### src/rtl/router_output_allocator.sv
// Wormhole output-port allocator: round-robin arbitration among inputs in IDLE,
// the winning packet holds the port until its tail flit, and a credit counter gates every grant.
module router_output_allocator #(
  parameter int NUM_INPUTS = 5,
  parameter int CREDITS    = 4,
  localparam int IDX_W     = (NUM_INPUTS > 1) ? $clog2(NUM_INPUTS) : 1,
  localparam int CNT_W     = $clog2(CREDITS + 1)
) (
  input  logic                  clk,
  input  logic                  rst,
  input  logic [NUM_INPUTS-1:0] req,
  input  logic [NUM_INPUTS-1:0] tail,
  input  logic                  credit_in,
  output logic [NUM_INPUTS-1:0] grant,
  output logic                  valid_out,
  output logic                  locked,
  output logic [CNT_W-1:0]      credit_count,
  output logic                  credit_overflow
);

  typedef enum logic {
    IDLE   = 1'b0,
    LOCKED = 1'b1
  } state_t;

  state_t                  state;
  state_t                  state_next;
  logic [IDX_W-1:0]        owner;
  logic [IDX_W-1:0]        owner_next;
  logic [IDX_W-1:0]        rr_ptr;
  logic [IDX_W-1:0]        rr_next;
  logic [IDX_W-1:0]        cand;
  logic [IDX_W-1:0]        winner;
  logic [IDX_W-1:0]        sel;
  logic                    found;
  logic                    credit_ok;
  logic                    transfer;
  logic [NUM_INPUTS-1:0]   grant_c;

  // Round-robin search starts one past the last tail winner and wraps.
  always_comb begin
    found  = 1'b0;
    winner = '0;
    cand   = '0;
    for (int k = 1; k <= NUM_INPUTS; k++) begin
      cand = IDX_W'((int'(rr_ptr) + k) % NUM_INPUTS);
      if (!found && req[cand]) begin
        found  = 1'b1;
        winner = cand;
      end
    end
  end

  always_comb begin
    grant_c   = '0;
    credit_ok = (credit_count != '0);
    sel       = (state == LOCKED) ? owner : winner;
    if (!rst && credit_ok) begin
      case (state)
        IDLE:    if (found)      grant_c[winner] = 1'b1;
        LOCKED:  if (req[owner]) grant_c[owner]  = 1'b1;
        default: grant_c = '0;
      endcase
    end
    transfer = |grant_c;
  end

  always_comb begin
    state_next = state;
    owner_next = owner;
    rr_next    = rr_ptr;
    if (transfer) begin
      case (state)
        IDLE: begin
          if (tail[sel]) begin
            rr_next = sel;
          end else begin
            state_next = LOCKED;
            owner_next = sel;
          end
        end
        LOCKED: begin
          if (tail[sel]) begin
            state_next = IDLE;
            rr_next    = sel;
          end
        end
        default: state_next = IDLE;
      endcase
    end
  end

  always_ff @(posedge clk) begin
    if (rst) begin
      state  <= IDLE;
      owner  <= '0;
      rr_ptr <= IDX_W'(NUM_INPUTS - 1);
    end else begin
      state  <= state_next;
      owner  <= owner_next;
      rr_ptr <= rr_next;
    end
  end

  // A simultaneous transfer and returned credit cancel out.
  always_ff @(posedge clk) begin
    if (rst) begin
      credit_count    <= CNT_W'(CREDITS);
      credit_overflow <= 1'b0;
    end else begin
      case ({transfer, credit_in})
        2'b10: credit_count <= credit_count - 1'b1;
        2'b01: begin
          if (credit_count == CNT_W'(CREDITS)) credit_overflow <= 1'b1;
          else                                 credit_count    <= credit_count + 1'b1;
        end
        default: credit_count <= credit_count;
      endcase
    end
  end

  assign grant     = grant_c;
  assign valid_out = transfer;
  assign locked    = (state == LOCKED);

endmodule

### config.mk
export PLATFORM = sky130hd
export DESIGN_NAME = router_output_allocator
export DESIGN_NICKNAME = d
export VERILOG_FILES = /design/src/rtl/router_output_allocator.sv
export SDC_FILE = /design/constraint.sdc
export NUM_CORES = 1
export LEC_CHECK = 0
export CAP_MARGIN = 15
export CORE_MARGIN = 2
export CORE_UTILIZATION = 25
export CTS_CLUSTER_DIAMETER = 150
export DETAILED_ROUTE_END_ITERATION = 8
export GPL_ROUTABILITY_DRIVEN = 0
export GPL_TIMING_DRIVEN = 0
export MAX_ROUTING_LAYER = met4
export SLEW_MARGIN = 20
export SYNTH_ARGS = -nofsm -noshare
export SYNTH_HDL_FRONTEND = slang
export SYNTH_SLANG_ARGS = --single-unit
### constraint.sdc
create_clock -name clk -period 10.81 [get_ports clk]
set_clock_uncertainty 0.05 [all_clocks]
set_input_delay 1.081 -clock clk [delete_from_list [all_inputs] [get_ports clk]]
set_output_delay 1.081 -clock clk [all_outputs]
set_load 0.01 [all_outputs]
# After elaboration in Yosys (flattened, before gate mapping)
# Index checks and enable logic that the tools add are counted.
# classes
add_sub_neg	7
n_div	5
n_mux	37
order_cmp	10
eq_ne	4
n_reduce_logical	19
n_bitwise	2
# op_table
op	count
32-bit by 4-bit modulo with 32-bit output, second input constant	5
3-bit by 4-bit < comparator with 1-bit output, second input constant	8
3-bit 2-to-1 mux	8
1-bit binary-select mux with 3-bit select	7
1-bit 2-to-1 mux	15
5-bit 2-to-1 mux	3
5-bit case mux with 2 select lines	1
3-bit by 2-bit adder with 4-bit output, second input constant	2
3-bit by 3-bit adder with 4-bit output, second input constant	2
1-bit logical AND	7
1-bit demux with 3-bit select	2
3-bit by 1-bit greater-or-equal comparator with 1-bit output, second input constant	2
3-bit case mux with 2 select lines	1
2-bit AND reduction	3
1-bit zero test	5
5-bit OR reduction	1
3-bit by 1-bit adder with 4-bit output, second input constant	1
3-bit by 1-bit adder with 3-bit output, second input constant	1
3-bit equality test, second input constant	1
3-bit AND reduction	1
3-bit nonzero test	1
3-bit by 1-bit subtractor with 3-bit output, second input constant	1
2-bit by 1-bit equality test with 1-bit output, second input constant	1
2-bit equality test, second input constant	1
3 further kinds	4
# totals
wordCells	89
register_bits	11
output_inout_bits	11
in_bits	13

# Logic depth before layout (Yosys ltp)
# depth
ltp_word	28
mapped_depth	24

# Least setup slack after synthesis
# No wires, ideal clock.
# synth_path
path_kind	reg-to-reg
startpoint	register rr_ptr[0]
endpoint	register credit_count[2]
setup_slack_ns	4.752
path_stages_with_launch	24
t_arrival_ns	5.922
cell_sequence	dfxtp_1 -> buf_2 -> clkinv_1 -> ha_1 -> ha_1 -> nor4b_1 -> nor3_1 -> xnor2_1 -> ha_1 -> nand2b_1 -> and2_1 -> a221oi_2 -> o21ai_0 -> a21oi_1 -> nor3_1 -> o41ai_2 -> nand2_1 -> and3_1 -> nor4_1 -> inv_1 -> fa_1 -> nor3b_1 -> mux2_2 -> a211oi_1
# synth_via
elab_chain_cells	28
# synth_lines
element	line_no	source
start, declared	30	logic [IDX_W-1:0] rr_ptr;
start signal, assigned	97	rr_ptr <= IDX_W'(NUM_INPUTS - 1);
start signal, assigned	101	rr_ptr <= rr_next;
3-bit by 1-bit adder with 4-bit output	46	cand = IDX_W'((int'(rr_ptr) + k) % NUM_INPUTS);
32-bit by 4-bit modulo with 32-bit output	46	
1-bit binary-select mux with 3-bit select	47	if (!found && req[cand]) begin
1-bit 2-to-1 mux (implied by the code)	47	
1-bit 2-to-1 mux	47	
1-bit zero test	47	
1-bit logical AND	47	
1-bit 2-to-1 mux	47	
(+12 left out)	-	
1-bit demux with 3-bit select	60	IDLE: if (found) grant_c[winner] = 1'b1;
5-bit 2-to-1 mux (*)	60	
5-bit case mux with 2 select lines (*)	59	case (state)
5-bit 2-to-1 mux (*)	58	if (!rst && credit_ok) begin
5-bit OR reduction (*)	65	transfer = |grant_c;
2-bit by 1-bit equality test with 1-bit output or 2-bit equality test (tied branches)	111	case ({transfer, credit_in})
2-bit inequality test (no source line) or 2-bit nonzero test (tied branches)	-	
2-bit AND reduction (no source line)	-	
end signal, assigned	112	2'b10: credit_count <= credit_count - 1'b1;
end signal, assigned	115	else credit_count <= credit_count + 1'b1;
end signal, assigned	117	default: credit_count <= credit_count;
end, declared	17	output logic [CNT_W-1:0] credit_count,
# Every way passes the cells marked *; elsewhere a longest branch is shown, timed or not. The select of a mux whose other input is x is not followed.
# A chain may end at the register's enable or synchronous reset.

# Worst setup path after layout
# layout_path
startpoint	register rr_ptr[0]
endpoint	output port valid_out
# layout_via
elab_chain_cells	25
# layout_lines
element	line_no	source
3-bit by 1-bit adder with 4-bit output	46	
32-bit by 4-bit modulo with 32-bit output	46	
1-bit binary-select mux with 3-bit select	47	
1-bit 2-to-1 mux (implied by the code)	47	
1-bit 2-to-1 mux	47	
1-bit zero test	47	
1-bit logical AND	47	
1-bit 2-to-1 mux	47	
(+9 left out)	-	
3-bit by 4-bit < comparator with 1-bit output (implied by the code) or 3-bit by 1-bit greater-or-equal comparator with 1-bit output (tied branches)	60	
1-bit logical AND (implied by the code)	60	
1-bit 2-to-1 mux (implied by the code)	60	
1-bit demux with 3-bit select	60	
5-bit 2-to-1 mux (*)	60	
5-bit case mux with 2 select lines (*)	59	
5-bit 2-to-1 mux (*)	58	
5-bit OR reduction (*)	65	
end, declared	15	output logic valid_out,
# Marked as above.

==> impl_metrics.json <==
{
  "status": "finished clean",
  "post-route-period-util_pct": 74.8,
  "fillers": 1252,
  "io_pins": 24,
  "grt_pass1_wl_um": 14600,
  "cts_made_buffers": 3,
  "synthArstFlopShare_pct": 0,
  "synthTopCellsByArea": "ha_1 10%, dfxtp_1 7.6%, mux2i_1 6.9%, mux2_2 3.9%, a21oi_1 3.8%",
  "worstSetupEndpointType": "primary output",
  "synth_ff_type": "dfxtp_1",
  "core.rowCount": 39,
  "ant_nets": 0,
  "synth-warning-count": 0,
  "avgViaCountPerCell": 5.74,
  "tns_ns": 0,
  "port-buffer-count": 21,
  "drtIter0Drc": 213,
  "syn-cell-area_mm2": 0.00288,
  "multiInputGateArea_mm2": 0.00246,
  "timing_hold_violations_final": 0,
  "max_cap_viol_count": 0,
  "layout.cells.non_filler": 555,
  "drv_slew": 0,
  "max_freq_mhz": 124,
  "final_cell_mix": "29 x nand2_1, 26 x nor2_1, 24 x ha_1",
  "drcViolationCount": 0,
  "coreArea_mm2": 0.0113,
  "seqCellArea_um2": 220,
  "clock-sinks": 11,
  "top_layer": "met4",
  "synth_top_area_share_pct": 10.4,
  "place.detailed.hpwl_um": 6750,
  "synth_top_area_cell": "ha_1",
  "start_kind": "flip-flop",
  "wirelength_um": 8790,
  "vias": 3184,
  "route.met2.wl_um": 4060,
  "max-vdd-ir-drop_mv": 0.222,
  "tightest_slew_ns": 0.755,
  "cts.path.max_buffers": 2,
  "rsz0062_at_grt": "no",
  "path_clk_slew_ns": 0.04,
  "cts_root_buffer": "clkbuf_16",
  "drive_gt1_share_pct": 11.4,
  "grt_usage_pct": 14.0,
  "slew-limit-headroom_pct": 49.0,
  "synth_edf_count": 0,
  "p_leak_nw": 1.27,
  "dp_slack_ns": 3.06,
  "synth_cells": 387,
  "min_period_ns": 8.09,
  "cp_max_fo": 10,
  "grt_max_degree": 12,
  "routedWlPerCell_um": 15.8,
  "fin_util_pct": 29.6,
  "die_h_um": 111,
  "cts_resized": 0,
  "postCtsHoldBufs": 0,
  "syn_to_final_growth_pct": 16.2,
  "synth_seq_cells": 11,
  "synth_nets": 425,
  "setup_viol": 0,
  "wl_met3_um": 472,
  "antenna_found_initial": 0,
  "antenna_cells": 0,
  "insertion_delay_ns": 0.23,
  "start_util_pct": 25.5,
  "final_common_cell": "nand2_1",
  "synth_cell_types": 85,
  "grt_pass1_vias": 2955,
  "cp.required_ns": 9.68,
  "synth.avg_cell_area_um2": 7.45,
  "p_per_area_mw_per_mm2": 345,
  "overflow": 0,
  "cts_tree": "done",
  "dr.pass1.iters": 5,
  "wl_met1_um": 4130,
  "nets": 451,
  "postCtsSetupBuffers": 0,
  "die_w_um": 111,
  "placed_cells": 551,
  "die_area_mm2": 0.0124,
  "htreeDepth": 1,
  "finalWorstSetupSlack_ns": 2.72,
  "cp.arrival_ns": 6.95,
  "worstSetupPathType": "reg -> out",
  "min-delay-path-class": "reg -> reg",
  "ys_seq_area_share_pct": 7.64
}
==> stage by stage <==
step                power (W)  instance area [um^2]  hold slack [ns]
detailed placement    0.00107                  3270            0.424
global route          0.00126                  3350            0.482
CTS                   0.00114                  3350            0.448
floorplan            0.000835                  2880            0.424
finish                0.00115                  3350            0.446
global placement      0.00105                  3270            0.427
==> worst max-delay path, stage by stage (launching register included) <==
cell and delay (ns):
dfxtp_1 0.51, buf_2 0.30, clkinv_1 0.37, ha_1 0.50
ha_1 0.29, nor4b_1 0.49, nor3_1 0.16, xnor2_1 0.48
ha_1 0.27, nand2b_1 0.08, and2_1 0.17, a221oi_2 0.54
o21ai_0 0.18, a21oi_1 0.36, nor3_1 0.11, o41ai_2 0.30
nand2_1 0.26, and3_1 0.30, nor3_4 0.38, inv_2 0.14
clkdlybuf4s50_1 0.50
==> power breakdown <==
part           switching, W  internal [W]
combinational      0.000594      0.000418
clock             0.0000181     0.0000495
sequential        0.0000203     0.0000549
total              0.000632      0.000523
==> sequential cells by signal (all words and copies together) (netlist names) <==
register,count
credit_count,3
owner,3
rr_ptr,3
credit_overflow,1
locked,1
==> synthesized netlist by cell type (6+ instances only) <==
cell / instances
clkbuf_1: 9
nand3_1: 9
ha_1: 24
buf_2: 6
inv_1: 22
nand4_1: 6
a31oi_1: 8
dfxtp_1: 11
o21ai_0: 15
nor4_1: 9
xnor2_1: 7
a21oi_1: 22
nand2b_1: 10
nand2_1: 29
nor2_1: 26
mux2_2: 10
nor3_1: 14
a211oi_1: 6
mux2i_1: 20
==> cells by family after synthesis <==
group                      count (synthesis)  synth area share (%)
AOI/OAI and AO/OA                        125                  33.5
buffers and inverters                     48                  7.03
xor gates and xnor gates                  10                  3.30
and+or+nand+nor                          137                  25.8
adders and majority gates                 25                  11.1
DFF                                       11                  7.64
muxes                                     31                  11.6
==> area by class of cell <==
class	instances	area share, %
buffer	21	3.02
tap	143	5.34
sequential	11	6.57
multi-input combinational	328	73.4
clock buffer	4	2.35
timing repair buffer	21	6.27
inverter	27	3.02
==> per-layer routing <==
layer  track usage, %  vias up
met5                -        -
met4             2.88        0
met3             1.36       15
met2             22.9      120
met1             19.0     1504
li1                 -     1545
==> worst paths after layout <==
path / start / slack [ns] / to / cells past startpoint
worst max-delay path: rr_ptr[0]$_SDFFE_PP0P_ / 2.72 / valid_out / 20
worst min-delay path: credit_overflow$_SDFFE_PP0P_ / 0.45 / credit_overflow$_SDFFE_PP0P_ / 2
worst max register to register: rr_ptr[0]$_SDFFE_PP0P_ / 3.35 / credit_count[2]$_SDFFE_PP1P_ / 23
worst min register to register: credit_overflow$_SDFFE_PP0P_ / 0.45 / credit_overflow$_SDFFE_PP0P_ / 2
Power figures use the tool's default switching activity.
